===== src/rtl/fetch_sequencer.sv =====
// PC-select and instruction-fetch sequencer: req/ack fetch, stall hold, jr/jump/branch/flush redirect.
// Optional misaligned-target trap enabled by defining FETCH_ALIGN_CHECK_EN.
module fetch_sequencer #(
  parameter logic [31:0] RESET_VECTOR = 32'h00400024
`ifdef FETCH_ALIGN_CHECK_EN
  , parameter logic [31:0] FAULT_VECTOR = 32'h80000180
`endif
) (
  input  logic        clock,
  input  logic        reset,
  input  logic [31:0] pc,
  input  logic [31:0] pc_4,
  output logic [31:0] pc_result,
  output logic        imem_req,
  output logic [31:0] imem_addr,
  input  logic        imem_ack,
  output logic        instr_valid,
  input  logic        stall,
  input  logic        branch_taken,
  input  logic [31:0] branch_target,
  input  logic        jump,
  input  logic [25:0] jump_index,
  input  logic        jr,
  input  logic [31:0] jr_target,
  input  logic        flush,
  input  logic [31:0] flush_target,
  output logic [31:0] issue_count
`ifdef FETCH_ALIGN_CHECK_EN
  , output logic      fetch_fault
`endif
);

  typedef enum logic [1:0] {
    IDLE  = 2'd0,
    FETCH = 2'd1,
    ISSUE = 2'd2,
    DRAIN = 2'd3
  } state_t;

  state_t      state_q, state_d;
  logic [31:0] issue_count_q, issue_count_d;
  logic [31:0] next_pc_s;

  always_ff @(posedge clock or posedge reset) begin
    if (reset) begin
      state_q       <= IDLE;
      issue_count_q <= 32'd0;
    end else begin
      state_q       <= state_d;
      issue_count_q <= issue_count_d;
    end
  end

  always_comb begin
    state_d       = state_q;
    issue_count_d = issue_count_q;
    next_pc_s     = pc;
    imem_req      = 1'b0;
    instr_valid   = 1'b0;
    case (state_q)
      IDLE: begin
        state_d = FETCH;
      end
      FETCH: begin
        imem_req = 1'b1;
        if (flush) begin
          // A response arriving with the flush is stale; without one, the old response is still owed.
          next_pc_s = flush_target;
          state_d   = imem_ack ? FETCH : DRAIN;
        end else if (imem_ack) begin
          state_d = ISSUE;
        end else begin
          state_d = FETCH;
        end
      end
      ISSUE: begin
        if (flush) begin
          next_pc_s = flush_target;
          state_d   = FETCH;
        end else if (stall) begin
          instr_valid = 1'b1;
          state_d     = ISSUE;
        end else begin
          instr_valid   = 1'b1;
          state_d       = FETCH;
          issue_count_d = issue_count_q + 32'd1;
          if (jr) begin
            next_pc_s = jr_target;
          end else if (jump) begin
            next_pc_s = {pc_4[31:28], jump_index, 2'b00};
          end else if (branch_taken) begin
            next_pc_s = branch_target;
          end else begin
            next_pc_s = pc_4;
          end
        end
      end
      DRAIN: begin
        if (flush) begin
          next_pc_s = flush_target;
        end else begin
          next_pc_s = pc;
        end
        if (imem_ack) begin
          state_d = FETCH;
        end else begin
          state_d = DRAIN;
        end
      end
      default: begin
        state_d = IDLE;
      end
    endcase
  end

`ifdef FETCH_ALIGN_CHECK_EN
  logic redirect_s;
  logic misaligned_s;

  // Only explicit redirects and flush targets are alignment-checked; pc_4 and hold are not.
  always_comb begin
    redirect_s = 1'b0;
    case (state_q)
      FETCH:   redirect_s = flush;
      DRAIN:   redirect_s = flush;
      ISSUE:   redirect_s = flush | (~stall & (jr | jump | branch_taken));
      default: redirect_s = 1'b0;
    endcase
    misaligned_s = redirect_s & (next_pc_s[1:0] != 2'b00);
  end

  assign fetch_fault = ~reset & misaligned_s;
`endif

  always_comb begin
    if (reset) begin
      pc_result = RESET_VECTOR;
`ifdef FETCH_ALIGN_CHECK_EN
    end else if (misaligned_s) begin
      pc_result = FAULT_VECTOR;
`endif
    end else begin
      pc_result = next_pc_s;
    end
  end

  assign imem_addr   = pc;
  assign issue_count = issue_count_q;

endmodule


===== config.mk =====
export PLATFORM = sky130hd
export DESIGN_NAME = fetch_sequencer
export DESIGN_NICKNAME = d
export VERILOG_FILES = /design/src/rtl/fetch_sequencer.sv
export SDC_FILE = /design/constraint.sdc
export NUM_CORES = 1
export LEC_CHECK = 0
export CAP_MARGIN = 20
export CORE_AREA = 2 2 114 116
export DETAILED_ROUTE_END_ITERATION = 6
export DIE_AREA = 0 0 116 118
export HOLD_SLACK_MARGIN = 0.06
export PLACE_DENSITY = 0.7
export SKIP_LAST_GASP = 1
export SLEW_MARGIN = 20
export SYNTH_ARGS = -nofsm -noshare
export SYNTH_HDL_FRONTEND = slang
export SYNTH_SLANG_ARGS = --single-unit

===== constraint.sdc =====
create_clock -name clock -period 2.2 [get_ports clock]
set_input_delay 0.22 -clock clock [delete_from_list [all_inputs] [get_ports clock]]
set_output_delay 0.22 -clock clock [all_outputs]
set_load 0.02 [all_outputs]

Word-level counts from Yosys, hierarchy flattened
Index checks and enable logic that the tools add are counted.
- $add $sub $neg: 1
- equal/unequal tests: 3
- mux-type cells: 17
- bitwise operators: 2
- reduce and logical (&&, ||, !) cells: 3
- operator list (operator ; count):
    $mux 32 ; 7
    $pmux 32 s2 ; 1
    $add 32x1->32 const B ; 1
    $mux 2 ; 5
    $pmux 2 s4 ; 1
    $eq 2x2->1 const B ; 2
    $mux 1 ; 3
    $reduce_and 3->1 ; 1
    $eq 2x1->1 const B ; 1
    $logic_not 2->1 ; 1
    $not 1->1 ; 2
    $reduce_or 2->1 ; 1
- register bits: 34
- bits of input ports: 194
- output and inout bits: 98
- word-level logic and storage cells: 28

Depth between registers and ports, before layout
Gate-level depths: netlist (run 1).
- depth in word-level cells: 7
- mapped depth: 6
- depth with buffers taken out: 5

Least setup slack after synthesis (run 1)
Ideal clock, no wire load.
- path type: flip-flop to output port
- start point: register state_q[0]
- end point: output pc_result[28]
- data arrival time: 1.854 ns
- data required time: 1.980 ns
- setup slack: 0.126 ns
- stages on the path, launching flop included: 7
- buffers on the path: 2
- cell sequence: dfrtp_1 -> or4b_1 -> buf_4 -> clkbuf_1 -> a21oi_1 -> o21ai_0 -> a21oi_1
- longest elaborated chain between the ends: 4
- elaborated cells on any way between the ends: 6
- ends and longest elaborated chain (element ; line ; RTL):
    start: declaration ; 40 ; state_t state_q, state_d;
    start signal: assignment ; 49 ; state_q <= state_d;
    $eq 2x2->1 or $eq 2x1->1 (tied branches) ; 60 ; case (state_q)
    $reduce_or 2->1 (no line) ; -- ;
    $pmux 32 s2 * ; 60 ;
    $mux 32 * ; 136 ; if (reset) begin
    end: declaration ; 13 ; output logic [31:0] pc_result,
Mark *: on every way between the ends. The rest lies on a longest branch, timed or not.

Final worst setup path (run 1)
- start point: register state_q[0]
- end point: output pc_result[1]
Same word-level chain as after synthesis.

==> load_flow_metrics.sql, run 1 <==
INSERT INTO impl_metrics (metric_group, metric, value, unit) VALUES
('clock_tree', 'cts_num_sinks', '34', ''),
('finish', 'areaGrowthSynthToFinish', '92.53', '%'),
('sta', 'setup_slack', '-0.04869', 'ns'),
('worst_setup_path', 'critical_path.max_fanout', '6', ''),
('yosys', 'synthFlopType', 'sky130_fd_sc_hd__dfrtp_1', ''),
('sta', 'setup_skew', '0.005380', 'ns'),
('pwr', 'portion_of_total_power_attributed_to_combinational_logic', '48.7', '%'),
('sta', 'finalMaxSlewViolations', '0', ''),
('pwr', 'peakVddDrop', '247.9', 'uV'),
('yosys', 'number_of_nets_produced_by_synthesis', '628', ''),
('sta', 'whs', '0.3374', 'ns'),
('floorplanning', 'dieArea', '13690', 'um2'),
('drt', 'detail_route.iter0.violations', '378', ''),
('floorplanning', 'initial_core_util', '27.39', '%'),
('worst_setup_path', 'timing.critical_path.arrival', '2.03', 'ns'),
('pwr', 'power_per_cell_area', '398.6', 'nW/um2'),
('grt', 'vias_in_the_first_global_route', '4504', ''),
('hold_path', 'min-delay-path-class', 'input pin to asynchronous set/reset pin', ''),
('clock_tree', 'cts_tree', 'done', ''),
('floorplanning', 'dieWidth', '116', 'um'),
('pwr', 'netSwitchingPower', '0.0008469', 'W'),
('yosys', 'syn-cell-area', '3401', 'um2'),
('yosys', 'adder_and_majority_cell_fraction_of_the_synthesized_area', '0.7358', '%'),
('yosys', 'postSynthCellCount', '432', ''),
('finish', 'drive_above_1_share', '12.18', '%'),
('status', 'violations_in_the_final_reports', 'setup timing', ''),
('sta', 'final-setup-viol-count', '2', ''),
('clock_tree', 'cts.reportedPaths.clkPinSlew', '0.05', 'ns'),
('status', 'run_status', 'complete, but fails checks', ''),
('floorplanning', 'die_height', '118', 'um'),
('yosys', 'synth_largest_type_area_fraction', '25.02', '%'),
('grt', 'grt_antenna_before_repair', '2', ''),
('yosys', 'edff_count_synth', '0', ''),
('sta', 'setup_total_negative_slack', '-0.04912', 'ns'),
('sta', 'period_share', '102.2', '%'),
('yosys', 'synth_compound_gate_area_share', '31.13', '%'),
('yosys', 'post_synth.cell_area_avg', '7.872', 'um2'),
('drt', 'detail_route.drc_violations', '0', ''),
('clock_tree', 'clk-insertion-delay-late', '0.28', 'ns'),
('clock_tree', 'cts-root-buf', 'sky130_fd_sc_hd__clkbuf_16', ''),
('drt', 'drt-vias-per-instance', '5.034', ''),
('floorplanning', 'fp-row-count', '41', ''),
('place', 'placement.cell_area', '6479', 'um2'),
('pwr', 'internal_power', '0.001763', 'W'),
('yosys', 'largest_cells_by_area_after_synthesis', 'sky130_fd_sc_hd__dfrtp_1 25%, sky130_fd_sc_hd__a22oi_1 12%, sky130_fd_sc_hd__buf_4 7.3%', ''),
('place', 'finalWeightedCongestion', '0.8984', ''),
('yosys', 'yosysWarningCount', '0', ''),
('pwr', 'clock_power_share', '24.8', '%'),
('yosys', 'synthMuxAreaShare', '1.913', '%'),
('grt', 'pin_count_of_the_biggest_net_entering_global_routing', '35', ''),
('yosys', 'synth-async-reset-ratio', '100.0', '%'),
('run', 'max-cap-violations', '0', ''),
('sta', 'report.final.hold_viol_count', '0', ''),
('pwr', 'power', '0.002610', 'W'),
('drt', 'total_wire_length', '15.94', 'mm'),
('drt', 'post_drt_wl_per_cell', '18.28', 'um'),
('pwr', 'power.switching_fraction', '32.45', '%'),
('place', 'detailed_place_hpwl', '12.93', 'mm'),
('worst_setup_path', 'worstSetupPathType', 'flip-flop to output pin', ''),
('clock_tree', 'cts_made_buffers', '5', ''),
('sta', 'tightest_slew', '0.3977', 'ns'),
('clock_tree', 'max-clock-path-buffers', '2', ''),
('yosys', 'synth_largest_area_cell', 'sky130_fd_sc_hd__dfrtp_1', ''),
('worst_setup_path', 'crit_required', '1.98', 'ns'),
('worst_setup_path', 'timing.critical_path.from_type', 'flip-flop', ''),
('finish', 'postLayoutCellArea', '6548', 'um2'),
('sta', 'grt_setup_unrepaired', 'yes', ''),
('floorplanning', 'num_io_pins', '292', ''),
('drt', 'num_vias', '4390', ''),
('yosys', 'netlist_top_cells_count', '54 x sky130_fd_sc_hd__a22oi_1, 36 x sky130_fd_sc_hd__inv_1, 34 x sky130_fd_sc_hd__a21oi_1, 34 x sky130_fd_sc_hd__dfrtp_1, 33 x sky130_fd_sc_hd__buf_4', ''),
('sta', 'finalCriticalPeriod', '2.249', 'ns');
[repair_timing]
item,CTS,global route
pin swaps,0,2
setup endpoints to repair,40,37
buffers inserted,0,0
hold buffers,0,0
resized for setup,62,51
cloned,0,1
[metal layers]
layer	GRT usage [%]	wire, um	vias to the layer above
li1	-	-	2101
met1	26.59	6431	2080
met2	39.04	8010	188
met3	4.892	1126	21
met4	6.399	374	0
met5	0	0	-
[cell type report]
type | count | area, um2
fillers | 1188 | 5867
well taps | 172 | 215.2
flip-flops and latches | 34 | 850.8
inverters | 36 | 135.1
clock buffers | 7 | 132.6
repair buffers | 323 | 3117
multi-input cells | 298 | 2092
diodes | 2 | 5.005
[cells in the final DEF, fill, tap and decap left out, types with 7 or more instances in the layout]
master,synthesis,routed
sky130_fd_sc_hd__nor2b_1,28,28
sky130_fd_sc_hd__a211o_1,26,26
sky130_fd_sc_hd__o21ai_0,11,11
sky130_fd_sc_hd__buf_12,0,7
sky130_fd_sc_hd__buf_4,33,22
sky130_fd_sc_hd__clkdlybuf4s50_1,0,256
sky130_fd_sc_hd__clkbuf_2,0,22
sky130_fd_sc_hd__a22oi_1,54,54
sky130_fd_sc_hd__dfrtp_1,34,34
sky130_fd_sc_hd__a21oi_1,34,34
sky130_fd_sc_hd__nor3_1,8,8
sky130_fd_sc_hd__o22ai_1,24,23
sky130_fd_sc_hd__nand3_1,15,15
sky130_fd_sc_hd__nand2_1,13,13
sky130_fd_sc_hd__buf_2,0,9
sky130_fd_sc_hd__inv_1,36,36
sky130_fd_sc_hd__xnor2_1,25,25
sky130_fd_sc_hd__nand4_1,14,14
[power by group through the flow]
stage | combinational (W) | sequential (W) | clock, W
6_report | 0.00127 | 0.000691 | 0.000647
5_1_grt | 0.00136 | 0.000697 | 0.000674
4_1_cts | 0.00126 | 0.000690 | 0.000660
3_5_place_dp | 0.00128 | 0.000700 | 0
3_3_place_gp | 0.00127 | 0.000698 | 0
2_1_floorplan | 0.000538 | 0.000713 | 0
[flip-flops by register name, summed over array words and instances (netlist names)]
signal / cells
issue_count: 32
state_q: 2
[worst max-delay path: stages, from the launching register on]
cell,delay [ns]
sky130_fd_sc_hd__dfrtp_1,0.38
sky130_fd_sc_hd__or4b_4,0.60
sky130_fd_sc_hd__buf_4,0.17
sky130_fd_sc_hd__a211oi_2,0.21
sky130_fd_sc_hd__nor3_1,0.08
sky130_fd_sc_hd__dlygate4sd2_1,0.32
[final timing paths]
kind	start	endpoint	slack, ns	depth (start not counted)
max in group asynchronous	reset	issue_count[4]$_DFFE_PP0P_	1.43	3
max	state_q[0]$_DFF_PP0_	pc_result[1]	-0.05	5
max reg2reg	state_q[0]$_DFF_PP0_	issue_count[28]$_DFFE_PP0P_	0.17	6
min	reset	state_q[1]$_DFF_PP0_	0.34	3
min reg2reg	issue_count[31]$_DFFE_PP0P_	issue_count[31]$_DFFE_PP0P_	0.47	1
min in group clock	issue_count[31]$_DFFE_PP0P_	issue_count[31]$_DFFE_PP0P_	0.47	1
[cells by family (layout without fill, tap and decap cells)]
kind of cell | after synthesis | in the layout
mux | 6 | 6
buf+inv | 100 | 366
other cells | 0 | 2
simple gates | 104 | 104
flops | 34 | 34
xor+xnor | 31 | 31
fa+ha+maj | 2 | 2
compound gates | 155 | 155
[per-stage QoR]
| step | utilization (%) | std cells |
|---|---|---|
| after global routing | 52.74 | 872 |
| after global placement | 52.19 | 862 |
| final | 52.74 | 872 |
| after CTS | 53.27 | 869 |
| after floorplan | - | 432 |
| after detailed placement | 52.19 | 862 |
Power figures use the tool's default switching activity.
==> run 2: changes to the inputs <==
PLACE_DENSITY = 0.69   (was 0.7)
==> run 2 against run 1 <==
The flow now finishes without violations. Non-clock buffer count shrank 1. Wire length is 0.90% lower. Power up 0.57%.
==> load_flow_metrics.sql, run 2 (synthesis results as in run 1) <==
INSERT INTO impl_metrics (metric_group, metric, value, unit) VALUES
('status', 'run_status', 'complete, no violations', ''),
('sta', 'report.final.hold_viol_count', '0', ''),
('drt', 'post_drt_wl_per_cell', '18.16', 'um'),
('sta', 'final-setup-viol-count', '0', ''),
('worst_setup_path', 'timing.critical_path.to_type', 'output pin', ''),
('clock_tree', 'max-clock-path-buffers', '2', ''),
('finish', 'layout_commonest_cell', 'sky130_fd_sc_hd__clkdlybuf4s50_1', ''),
('clock_tree', 'cts_made_buffers', '5', ''),
('pwr', 'power_per_cell_area', '403.9', 'nW/um2'),
('finish', 'final_cell_count_no_fill', '870', ''),
('clock_tree', 'cts_num_sinks', '34', ''),
('finish', 'most-common-layout-cells', '256 x sky130_fd_sc_hd__clkdlybuf4s50_1, 54 x sky130_fd_sc_hd__a22oi_1, 36 x sky130_fd_sc_hd__inv_1', ''),
('drt', 'num_vias', '4390', ''),
('floorplanning', 'die_height', '118', 'um'),
('drt', 'detail_route.drc_violations', '0', ''),
('finish', 'flip_flop_count_of_the_largest_register_after_layout', '32', ''),
('clock_tree', 'cts_max_level', '2', ''),
('floorplanning', 'initial_core_util', '27.39', '%'),
('place', 'numPlacedInstances', '862', ''),
('clock_tree', 'cts.reportedPaths.clkPinSlew', '0.05', 'ns'),
('sta', 'slew-limit-headroom', '70.80', '%'),
('grt', 'pin_count_of_the_biggest_net_entering_global_routing', '55', ''),
('sta', 'finalCriticalPeriod', '2.181', 'ns'),
('place', 'place_ws', '-0.4067', 'ns'),
('floorplanning', 'fp-row-count', '41', ''),
('grt', 'vias_in_the_first_global_route', '4406', ''),
('sta', 'tightest_slew', '0.4381', 'ns'),
('grt', 'grt_remaining_overflow', '0', ''),
('worst_setup_path', 'crit_required', '1.98', 'ns'),
('finish', 'areaGrowthSynthToFinish', '91.10', '%'),
('drt', 'detail_route.iter0.violations', '250', ''),
('drt', 'drt_pre_antenna_iters', '5', ''),
('grt', 'globalRouteTotalUtil', '22.07', '%'),
('place', 'detailed_place_hpwl', '13.00', 'mm'),
('pwr', 'total_leakage_power', '2.763', 'nW'),
('finish', 'final_nets', '893', ''),
('sta', 'setup_skew', '0.006125', 'ns'),
('drt', 'drt-vias-per-instance', '5.046', ''),
('drt', 'total_wire_length', '15.80', 'mm'),
('worst_setup_path', 'timing.critical_path.arrival', '1.96', 'ns'),
('run', 'max-cap-violations', '0', ''),
('floorplanning', 'design.core.area', '12410', 'um2'),
('finish', 'drive_above_1_share', '13.04', '%'),
('grt', 'grt_antenna_before_repair', '0', ''),
('grt', 'grt_first_pass_wirelength', '23.81', 'mm'),
('sta', 'finalMaxSlewViolations', '0', ''),
('clock_tree', 'cts_tree', 'done', ''),
('place', 'finalWeightedCongestion', '0.9265', ''),
('sta', 'grt_setup_unrepaired', 'yes', ''),
('clock_tree', 'cts-root-buf', 'sky130_fd_sc_hd__clkbuf_16', ''),
('hold_path', 'min-delay-path-class', 'flip-flop to flip-flop', ''),
('place', 'port_buffers', '291', ''),
('clock_tree', 'clk-insertion-delay-late', '0.28', 'ns'),
('worst_setup_path', 'worstSetupPathType', 'flip-flop to output pin', ''),
('floorplanning', 'num_io_pins', '292', ''),
('sta', 'period_share', '99.15', '%'),
('sta', 'max_freq', '458.4', 'MHz'),
('worst_setup_path', 'critical_path.max_fanout', '10', ''),
('floorplanning', 'dieWidth', '116', 'um'),
('sta', 'setup_slack', '0.01862', 'ns'),
('finish', 'num_antenna_cells', '0', ''),
('worst_setup_path', 'timing.critical_path.from_type', 'flip-flop', ''),
('pwr', 'peakVddDrop', '284.7', 'uV'),
('floorplanning', 'dieArea', '13690', 'um2'),
('drt', 'postRouteAntennaNets', '0', '');
-- run 2: changes by cell type in the layout (fill, tap and decap cells not counted), moves of 3 or more --
cell / change
sky130_fd_sc_hd__a221oi_1: -3
sky130_fd_sc_hd__buf_2: -6
sky130_fd_sc_hd__clkbuf_2: +9
sky130_fd_sc_hd__buf_4: +3
-- run 2: path summary, 6_finish.rpt --
check,end,cells past startpoint,slack [ns],from
max in group asynchronous,issue_count[12]$_DFFE_PP0P_,4,1.25,reset
hold reg to reg,issue_count[31]$_DFFE_PP0P_,1,0.47,issue_count[31]$_DFFE_PP0P_
setup reg to reg,issue_count[19]$_DFFE_PP0P_,6,0.09,state_q[0]$_DFF_PP0_
min in group asynchronous,issue_count[27]$_DFFE_PP0P_,4,0.63,reset
setup / recovery,pc_result[2],7,0.02,state_q[0]$_DFF_PP0_
hold / removal,issue_count[31]$_DFFE_PP0P_,1,0.47,issue_count[31]$_DFFE_PP0P_
-- run 2: through the flow --
step / TNS [ns] / hold WS (ns) / instance area (um2) / utilization (%) / power (W)
after detailed placement: -11.18 / 0.4672 / 6454 / 51.99 / 0.001967
after global routing: -0.04285 / 0.4903 / 6499 / 52.35 / 0.002742
after floorplan: 0 / 0.3270 / 3401 / - / 0.001251
after CTS: -0.2471 / 0.4742 / 6590 / 53.08 / 0.002641
after global placement: -10.40 / 0.4595 / 6454 / 51.99 / 0.001950
final: 0 / 0.4657 / 6499 / 52.35 / 0.002625
-- run 2: metal layers --
metal / part of all wire, % / wire length [um] / track usage, %
met5: 0 / 0 / 0
met4: 1.8 / 277 / 3.646
met3: 7.1 / 1118 / 3.965
met2: 52 / 8165 / 40.79
met1: 39 / 6237 / 26.61
-- run 2: worst max-delay path, stage by stage, from the launching register on --
cell and delay (ns):
sky130_fd_sc_hd__dfrtp_1 0.39, sky130_fd_sc_hd__buf_4 0.17, sky130_fd_sc_hd__nor2_1 0.13, sky130_fd_sc_hd__o22ai_2 0.09, sky130_fd_sc_hd__buf_4 0.20, sky130_fd_sc_hd__a221oi_2 0.32
sky130_fd_sc_hd__o21ai_1 0.12, sky130_fd_sc_hd__clkdlybuf4s15_2 0.27
-- run 2: cell type report --
cell class,instances,area [um2]
inverters,36,135.1
flip-flops and latches,34,850.8
clock inverters,2,12.51
multi-input cells,298,2103
repair buffers,322,3043
fillers,1160,5916
clock buffers,6,138.9
well taps,172,215.2
-- run 2: repair_timing --
| item | in CTS | in global routing |
|---|---|---|
| endpoints found under the setup margin | 32 | 32 |
| resized for setup | 41 | 70 |
| buffers inserted | 0 | 0 |
| hold buffers | 0 | 0 |
-- run 2: power by group --
part | switching (W) | internal, W | total (W)
clock network | 0.000252 | 0.000447 | 0.000699
registers | 0.0000353 | 0.000652 | 0.000687
logic | 0.000571 | 0.000668 | 0.00124
==> run 3: changes to the inputs <==
PLACE_DENSITY = 0.81   (was 0.69)
==> run 3 against run 2 <==
Clock skew fell by 0.0026 ns. Setup slack improved by 0.0074 ns. Count of clock-buffer cells in the layout rose by 2. Cell area rose by 1.2%. Critical path depth did not move. Die area did not move. Critical path type unchanged. Critical endpoint unchanged. Largest cell class unchanged. Highest routed layer unchanged.
==> load_flow_metrics.sql, run 3 (synthesis results as in run 1) <==
INSERT INTO impl_metrics (metric_group, metric, value, unit) VALUES
('status', 'run_status', 'complete, no violations', ''),
('floorplanning', 'dieArea', '13690', 'um2'),
('floorplanning', 'fp-row-count', '41', ''),
('finish', 'most-common-layout-cells', '255 x sky130_fd_sc_hd__clkdlybuf4s50_1, 52 x sky130_fd_sc_hd__a22oi_1, 36 x sky130_fd_sc_hd__inv_1', ''),
('drt', 'detail_route.iter0.violations', '237', ''),
('drt', 'drt_pre_antenna_iters', '5', ''),
('worst_setup_path', 'worstSetupPathType', 'flip-flop to output pin', ''),
('drt', 'post_drt_wl_per_cell', '18.38', 'um'),
('clock_tree', 'clk-insertion-delay-late', '0.28', 'ns'),
('place', 'finalWeightedCongestion', '0.9306', ''),
('floorplanning', 'design.core.area', '12410', 'um2'),
('worst_setup_path', 'crit_required', '1.98', 'ns'),
('sta', 'tightest_slew', '0.4149', 'ns'),
('clock_tree', 'cts_num_sinks', '34', ''),
('floorplanning', 'die_height', '118', 'um'),
('sta', 'max_freq', '460.0', 'MHz'),
('grt', 'grt_antenna_before_repair', '3', ''),
('hold_path', 'min-delay-path-class', 'flip-flop to flip-flop', ''),
('sta', 'slew-limit-headroom', '72.34', '%'),
('clock_tree', 'max-clock-path-buffers', '2', ''),
('finish', 'flip_flop_count_of_the_largest_register_after_layout', '32', ''),
('grt', 'grt_first_pass_wirelength', '24.45', 'mm'),
('grt', 'pin_count_of_the_biggest_net_entering_global_routing', '65', ''),
('run', 'max-cap-violations', '0', ''),
('clock_tree', 'cts_made_buffers', '5', ''),
('pwr', 'total_leakage_power', '2.800', 'nW'),
('worst_setup_path', 'timing.critical_path.from_type', 'flip-flop', ''),
('floorplanning', 'dieWidth', '116', 'um'),
('clock_tree', 'cts-root-buf', 'sky130_fd_sc_hd__clkbuf_16', ''),
('floorplanning', 'initial_core_util', '27.39', '%'),
('clock_tree', 'cts-hold-fix-buffers', '0', ''),
('clock_tree', 'cts_tree', 'done', ''),
('finish', 'final_nets', '896', ''),
('sta', 'whs', '0.4839', 'ns'),
('finish', 'areaGrowthSynthToFinish', '93.41', '%'),
('finish', 'layout_commonest_cell', 'sky130_fd_sc_hd__clkdlybuf4s50_1', ''),
('finish', 'final_cell_count_no_fill', '876', ''),
('hold_path', 'min-delay-start', 'issue_count[31]$_DFFE_PP0P_', ''),
('drt', 'total_wire_length', '16.10', 'mm'),
('clock_tree', 'cts.reportedPaths.clkPinSlew', '0.05', 'ns'),
('worst_setup_path', 'ff2ff_path_depth', '6', ''),
('pwr', 'peakVddDrop', '260.6', 'uV'),
('sta', 'setup_skew', '0.003498', 'ns'),
('clock_tree', 'cts_max_level', '2', ''),
('worst_setup_path', 'r2r_slack', '0.14', 'ns'),
('drt', 'postRouteAntennaNets', '0', ''),
('sta', 'final-setup-viol-count', '0', ''),
('worst_setup_path', 'crit-reg2reg-capture', 'issue_count[28]$_DFFE_PP0P_', ''),
('sta', 'finalMaxSlewViolations', '0', ''),
('sta', 'setup_total_negative_slack', '0', 'ns'),
('floorplanning', 'num_io_pins', '292', ''),
('finish', 'drive_above_1_share', '13.55', '%'),
('sta', 'report.final.hold_viol_count', '0', ''),
('drt', 'detail_route.drc_violations', '0', ''),
('sta', 'finalCriticalPeriod', '2.174', 'ns'),
('hold_path', 'min_delay_path_depth', '1', ''),
('pwr', 'power_per_cell_area', '415.3', 'nW/um2'),
('worst_setup_path', 'critical_path.max_fanout', '11', ''),
('worst_setup_path', 'timing.critical_path.arrival', '1.95', 'ns'),
('worst_setup_path', 'timing.critical_path.to_type', 'output pin', ''),
('hold_path', 'worst_hold_path.endpoint', 'issue_count[31]$_DFFE_PP0P_', ''),
('place', 'numPlacedInstances', '864', ''),
('sta', 'grt_setup_unrepaired', 'yes', ''),
('grt', 'grt_remaining_overflow', '0', ''),
('grt', 'vias_in_the_first_global_route', '4653', ''),
('place', 'detailed_place_hpwl', '13.29', 'mm'),
('grt', 'globalRouteTotalUtil', '22.68', '%'),
('worst_setup_path', 'rr_startpoint', 'state_q[0]$_DFF_PP0_', ''),
('place', 'port_buffers', '291', ''),
('sta', 'period_share', '98.82', '%'),
('drt', 'drt-vias-per-instance', '5.073', ''),
('drt', 'num_vias', '4444', '');
[run 3: area by class of cell]
cell class / count / area (um2)
well taps: 172 / 215.2
fillers: 1141 / 5837
multi-input cells: 298 / 2106
clock buffers: 8 / 166.4
diodes: 3 / 7.507
inverters: 36 / 135.1
repair buffers: 325 / 3095
flip-flops and latches: 34 / 852.1
[run 3: per-stage QoR]
stage	total power (W)	util, %	setup WS (ns)	instance area, um2
2_1_floorplan	0.001251	-	0.1257	3401
3_3_place_gp	0.001972	52.31	-0.4166	6494
3_5_place_dp	0.002001	52.31	-0.4632	6494
4_1_cts	0.002751	53.85	-0.01578	6685
5_1_grt	0.002844	52.98	-0.09129	6578
6_report	0.002732	52.98	0.02598	6578
[run 3: repair_timing]
| item | CTS | global route |
|---|---|---|
| setup endpoints to repair | 41 | 39 |
| setup buffers | 0 | 1 |
| gates resized for setup | 75 | 48 |
| pin swaps | 0 | 4 |
[run 3: how the worst max path moves through the flow]
stage,start,endpoint,cells after the start
final,state_q[0]$_DFF_PP0_,pc_result[2],7
after global routing,state_q[0]$_DFF_PP0_,pc_result[2],7
after CTS,state_q[0]$_DFF_PP0_,pc_result[1],5
after detailed placement,stall,pc_result[5],5
after global placement,stall,pc_result[5],5
after floorplan,state_q[0]$_DFF_PP0_,pc_result[28],6
[run 3: per-layer routing]
layer,global-route usage [%],up-vias,wire (um)
li1,-,2105,-
met1,26.00,2094,6221
met2,40.90,213,8386
met3,4.583,32,1074
met4,8.259,0,416
met5,0,-,0
[run 3: worst max-delay path, cell delays in order, from the launching register on]
cell                              delay, ns
sky130_fd_sc_hd__dfrtp_1               0.41
sky130_fd_sc_hd__buf_4                 0.17
sky130_fd_sc_hd__nor2_2                0.14
sky130_fd_sc_hd__o22ai_4               0.12
sky130_fd_sc_hd__buf_12                0.16
sky130_fd_sc_hd__a221oi_1              0.29
sky130_fd_sc_hd__o21ai_1               0.11
sky130_fd_sc_hd__clkdlybuf4s15_2       0.27
[run 3: report_power, final]
| group | total (W) | internal [W] | switching, W | leakage, nW |
|---|---|---|---|---|
| clock network | 0.000763 | 0.000512 | 0.000251 | 0.0832 |
| logic | 0.00127 | 0.000690 | 0.000580 | 2.26 |
| registers | 0.000699 | 0.000653 | 0.0000456 | 0.461 |
| total | 0.00273 | 0.00185 | 0.000877 | 2.80 |
==> RTL change 1: new RTL, settings of run 3 <==
The 4 states of `state_t` get a Gray code encoding in 2 bits.
--- a/src/rtl/fetch_sequencer.sv
+++ b/src/rtl/fetch_sequencer.sv
@@ -33,6 +33,6 @@
   typedef enum logic [1:0] {
-    IDLE  = 2'd0,
-    FETCH = 2'd1,
-    ISSUE = 2'd2,
-    DRAIN = 2'd3
+    IDLE  = 2'b00,
+    FETCH = 2'b01,
+    ISSUE = 2'b11,
+    DRAIN = 2'b10
   } state_t;
Behaviour: no difference found for any inputs over 10 cycles, from zero or initial values and one cycle with reset high; not proved beyond that.
==> RTL change 1 against run 3 <==
- the flow now finishes with violations (negative setup slack)
- count of clock-buffer cells in the layout shrank 3
- sequential cell count is the same
- final cell count shrank 1.1%
- global-route usage grew 2.4 points
- routed wire length grew 13%
- area after synthesis grew 0.37%
- utilization grew 4.0 points
- largest cell class unchanged
- cell area grew 7.6%
- worst setup slack lost 0.19 ns
- register-to-register slack lost 0.02 ns
Power is not compared: it rests on default switching activity, and its combinational part moved more than twofold at a synthesized area within 25%.
==> RTL change 1: results <==
set metrics [dict create \
    outcome "finished with violations" \
    violations "negative setup slack" \
    drive_gt1_share_pct 21.0 \
    critPathSlowestCell "or3b_4" \
    cp.arrival_ns 2.14 \
    path_max_fanout 5 \
    ff2ff_path_depth 6 \
    r2r-start "state_q[1]" \
    async_flop_share_pct 100 \
    critical_path.top_delay_family "simple AND/OR/NAND/NOR gates" \
    grt_usage_pct 25.1 \
    htreeDepth 2 \
    hold_end "issue_count[31]" \
    synth_fa_ha_area_share_pct 2.20 \
    fin_nets 890 \
    place_congestion 1.01 \
    yosys-top-cells-count "54 x mux2i_1, 39 x nand2_1, 34 x dfrtp_1, 33 x buf_4, 28 x o21ai_0" \
    leakagePower_nw 2.95 \
    rrSetupSlack_ns 0.12 \
    placed_area_sq_mm 0.00654 \
    drt-total-wl_um 18100 \
    vias_per_cell 5.08 \
    timing.final.ws_setup_ns -0.163 \
    hp-class "reg2reg" \
    synth_area_per_cell_sq_um 8.43 \
    regArea_sq_um 851 \
    ys_seq_area_share_pct 24.9 \
    largest_reg_flops 32 \
    grt_max_degree 37 \
    clk_latency_ns 0.28 \
    synth_compound_area_share_pct 20.3 \
    ir_drop_v 0.000377 \
    setup_viol 30 \
    hpwlAfterDp_um 14400 \
    first_iter_violations 260 \
    final.setup_skew_ns 0.00429 \
    synth_ff_type "dfrtp_1" \
    synth.distinct_cells 40 \
    synth-xor-area-share_pct 7.95 \
    instances_no_fill 866 \
    timing.rr.end "issue_count[9]" \
    clockBufferDepth 2 \
    fill_cells 1094 \
    synth_area_leaders "dfrtp_1 25%, mux2i_1 16%, buf_4 7.3%" \
    grt_pass1_wl_um 26100 \
    slowest_delay_ns 0.43 \
    synth_mux_area_share_pct 17.2 \
    placed_cells 845 \
    hold_ws_ns 0.472 \
    worstMarginPinSlew_ns 0.453 \
    hold_start "issue_count[31]" \
    first_global_vias 4468 \
    tns_ns -3.14 \
    cts_inserted_buffers 5 \
    synth_nets 605 \
]
-- RTL change 1: cell count changes after synthesis, moves of 24 or more --
cell            run 3  this run
a211o_1            26         0
a21oi_1            34         5
a22oi_1            54         6
mux2i_1             2        54
nand2_1            13        39
nor2b_1            28         2
o21ai_1             0        27
o22ai_1            24         0
-- RTL change 1: where the power goes --
group	internal (mW)	switching [mW]	total (mW)	leakage, nW
clock	0.529	0.258	0.787	0.0836
combinational	1.63	1.58	3.21	2.40
sequential	0.667	0.0527	0.719	0.468
-- RTL change 1: kinds of logic after synthesis --
logic type	after synthesis
AOI/OAI and AO/OA	107
xor gates and xnor gates	31
adders and majority gates	6
buffers and inverters	74
DFF	34
muxes	58
and+or+nand+nor	95
-- RTL change 1: final cells by class --
| cell class | count | area share, % |
|---|---|---|
| Clock buffer | 5 | 1.77 |
| Timing Repair Buffer | 333 | 46.7 |
| Tap cell | 172 | 3.04 |
| Clock inverter | 3 | 0.566 |
| Antenna cell | 3 | 0.106 |
| Multi-Input combinational cell | 300 | 34.9 |
| Sequential cell | 34 | 12.0 |
| Inverter | 16 | 0.884 |
-- RTL change 1: per-layer routing --
layer	part of all wire (%)	global-route usage [%]	vias up
met4	3.2	9.08	0
li1	-	-	2056
met5	0	0	-
met3	6.3	4.69	34
met2	52	43.9	203
met1	39	30.2	2108
-- RTL change 1: per-stage QoR --
| step | setup slack [ns] | power, mW |
|---|---|---|
| 2_1_floorplan | 0.0900 | 1.94 |
| 5_1_grt | -0.223 | 4.91 |
| 6_report | -0.163 | 4.72 |
| 4_1_cts | -0.177 | 4.32 |
| 3_3_place_gp | -0.382 | 3.40 |
| 3_5_place_dp | -0.457 | 3.43 |
-- RTL change 1: how the worst max path moves through the flow --
stage / start / to / cells past startpoint
after global routing: state_q[0] / pc_result[31] / 9
after detailed placement: flush / pc_result[4] / 5
final: state_q[1] / pc_result[13] / 6
after floorplan: state_q[0] / pc_result[0] / 5
after global placement: flush / pc_result[4] / 5
after CTS: state_q[0] / pc_result[18] / 6
-- RTL change 1: repair_timing --
action | in CTS | in global routing
setup endpoints to repair | 32 | 34
buffers inserted | 0 | 5
resized for setup | 182 | 39
cloned | 3 | 2
pin swaps | 20 | 10
==> RTL change 2: new RTL, flow settings as in run 3 <==
Without the edit above. The option `FETCH_ALIGN_CHECK_EN` is turned on by a define.
--- a/src/rtl/fetch_sequencer.sv
+++ b/src/rtl/fetch_sequencer.sv
@@ -2,2 +2,4 @@
 // Optional misaligned-target trap enabled by defining FETCH_ALIGN_CHECK_EN.
+`define FETCH_ALIGN_CHECK_EN
+
 module fetch_sequencer #(
Check against the original RTL (old outputs only; new: fetch_fault): not equivalent (a bounded check fails within 4 cycles, from zero or initial values and one cycle with reset high).
==> RTL change 2 against run 3 <==
- the flow now finishes with violations (design-rule violations, negative setup slack)
- area after synthesis up 23%
- final cell count rose by 14%
- routed wire length grew 36%
- worst setup slack worse by 0.36 ns
- sequential cell count did not move
- utilization is 14 points higher
- total power grew 22%
- cell area is 27% higher
- critical path type unchanged
- critical endpoint unchanged
==> RTL change 2: results <==
set metrics [dict create \
    outcome "finished with violations" \
    violations "design-rule violations, negative setup slack" \
    power_frac_clock_pct 20.9 \
    met1_length_um 7990 \
    gr-usage-met2_pct 52.6 \
    yosys-top-cells-count "51 x inv_1, 34 x dfrtp_1, 34 x mux2_2, 32 x buf_4, 29 x xnor2_1" \
    antenna_found_initial 6 \
    final.setup_skew_ns 0.00441 \
    worstMarginPinSlew_ns 0.444 \
    grt_use_met1_pct 36.4 \
    grt_pass1_wl_um 32400 \
    synth.distinct_cells 49 \
    cp.arrival_ns 2.31 \
    use_met3_pct 5.82 \
    synth_area_leaders "dfrtp_1 20%, mux2_2 9.1%, mux2i_1 6.5%" \
    hp-class "in2async" \
    synth_nets 690 \
    drt-total-wl_um 21800 \
    place_congestion 0.967 \
    dp_slack_ns -0.858 \
    fill_cells 995 \
    port_buffers 292 \
    placed_area_sq_mm 0.00783 \
    fin_nets 1014 \
    timing.final.ws_setup_ns -0.329 \
    drive_gt1_share_pct 29.2 \
    setup_viol 33 \
    leakagePower_nw 3.49 \
    tns_ns -8.32 \
    drc 2 \
    vias 5654 \
    hpwlAfterDp_um 17100 \
]
RTL change 2: layout make-up:
type,count,area (sq um),share of cell area (%)
antenna,6,15.0,0.179
clock buffer,6,139,1.66
clock inverter,2,12.5,0.149
inverter,52,195,2.33
multi-input combinational,335,3080,36.8
sequential,34,851,10.2
tap,172,215,2.57
timing repair buffer,390,3860,46.2
RTL change 2: worst paths after layout:
kind	cells past startpoint	startpoint	endpoint	slack, ns
setup / recovery	9	state_q[0]	pc_result[2]	-0.33
hold / removal	3	reset	issue_count[25]	0.30
min in group clock	1	issue_count[31]	issue_count[31]	0.49
max in group asynchronous	3	reset	issue_count[2]	1.59
hold reg to reg	1	issue_count[31]	issue_count[31]	0.49
setup reg to reg	5	state_q[0]	issue_count[10]	0.23
RTL change 2: logic make-up (layout without fill, tap and decap cells):
group / Yosys count / in the layout / share of synthesized area (%)
AOI/OAI and AO/OA: 119 / 119 / 23.7
xor gates and xnor gates: 31 / 31 / 6.48
adders and majority gates: 2 / 2 / 0.597
buffers and inverters: 125 / 450 / 14.9
DFF: 34 / 34 / 20.3
muxes: 61 / 61 / 15.6
other: 0 / 6 / 0
and+or+nand+nor: 122 / 122 / 18.3
RTL change 2: stage by stage:
step | util (%) | hold slack [ns] | instances
after detailed placement | 63.1 | 0.491 | 974
after global routing | 67.4 | 0.363 | 996
after floorplan | - | 0.255 | 494
after global placement | 63.1 | 0.463 | 974
after CTS | 66.7 | 0.306 | 989
final | 67.5 | 0.299 | 997
RTL change 2: timing repair:
| item | in CTS | in global routing |
|---|---|---|
| cloned | 1 | 1 |
| gates resized for setup | 226 | 9 |
| setup endpoints to repair | 34 | 33 |
| buffers inserted | 6 | 1 |
| pin swaps | 30 | 6 |
RTL change 2: tightest hold or removal path: stages:
cell and delay (ns):
buf_2 0.16, clkinv_1 0.19, buf_4 0.42
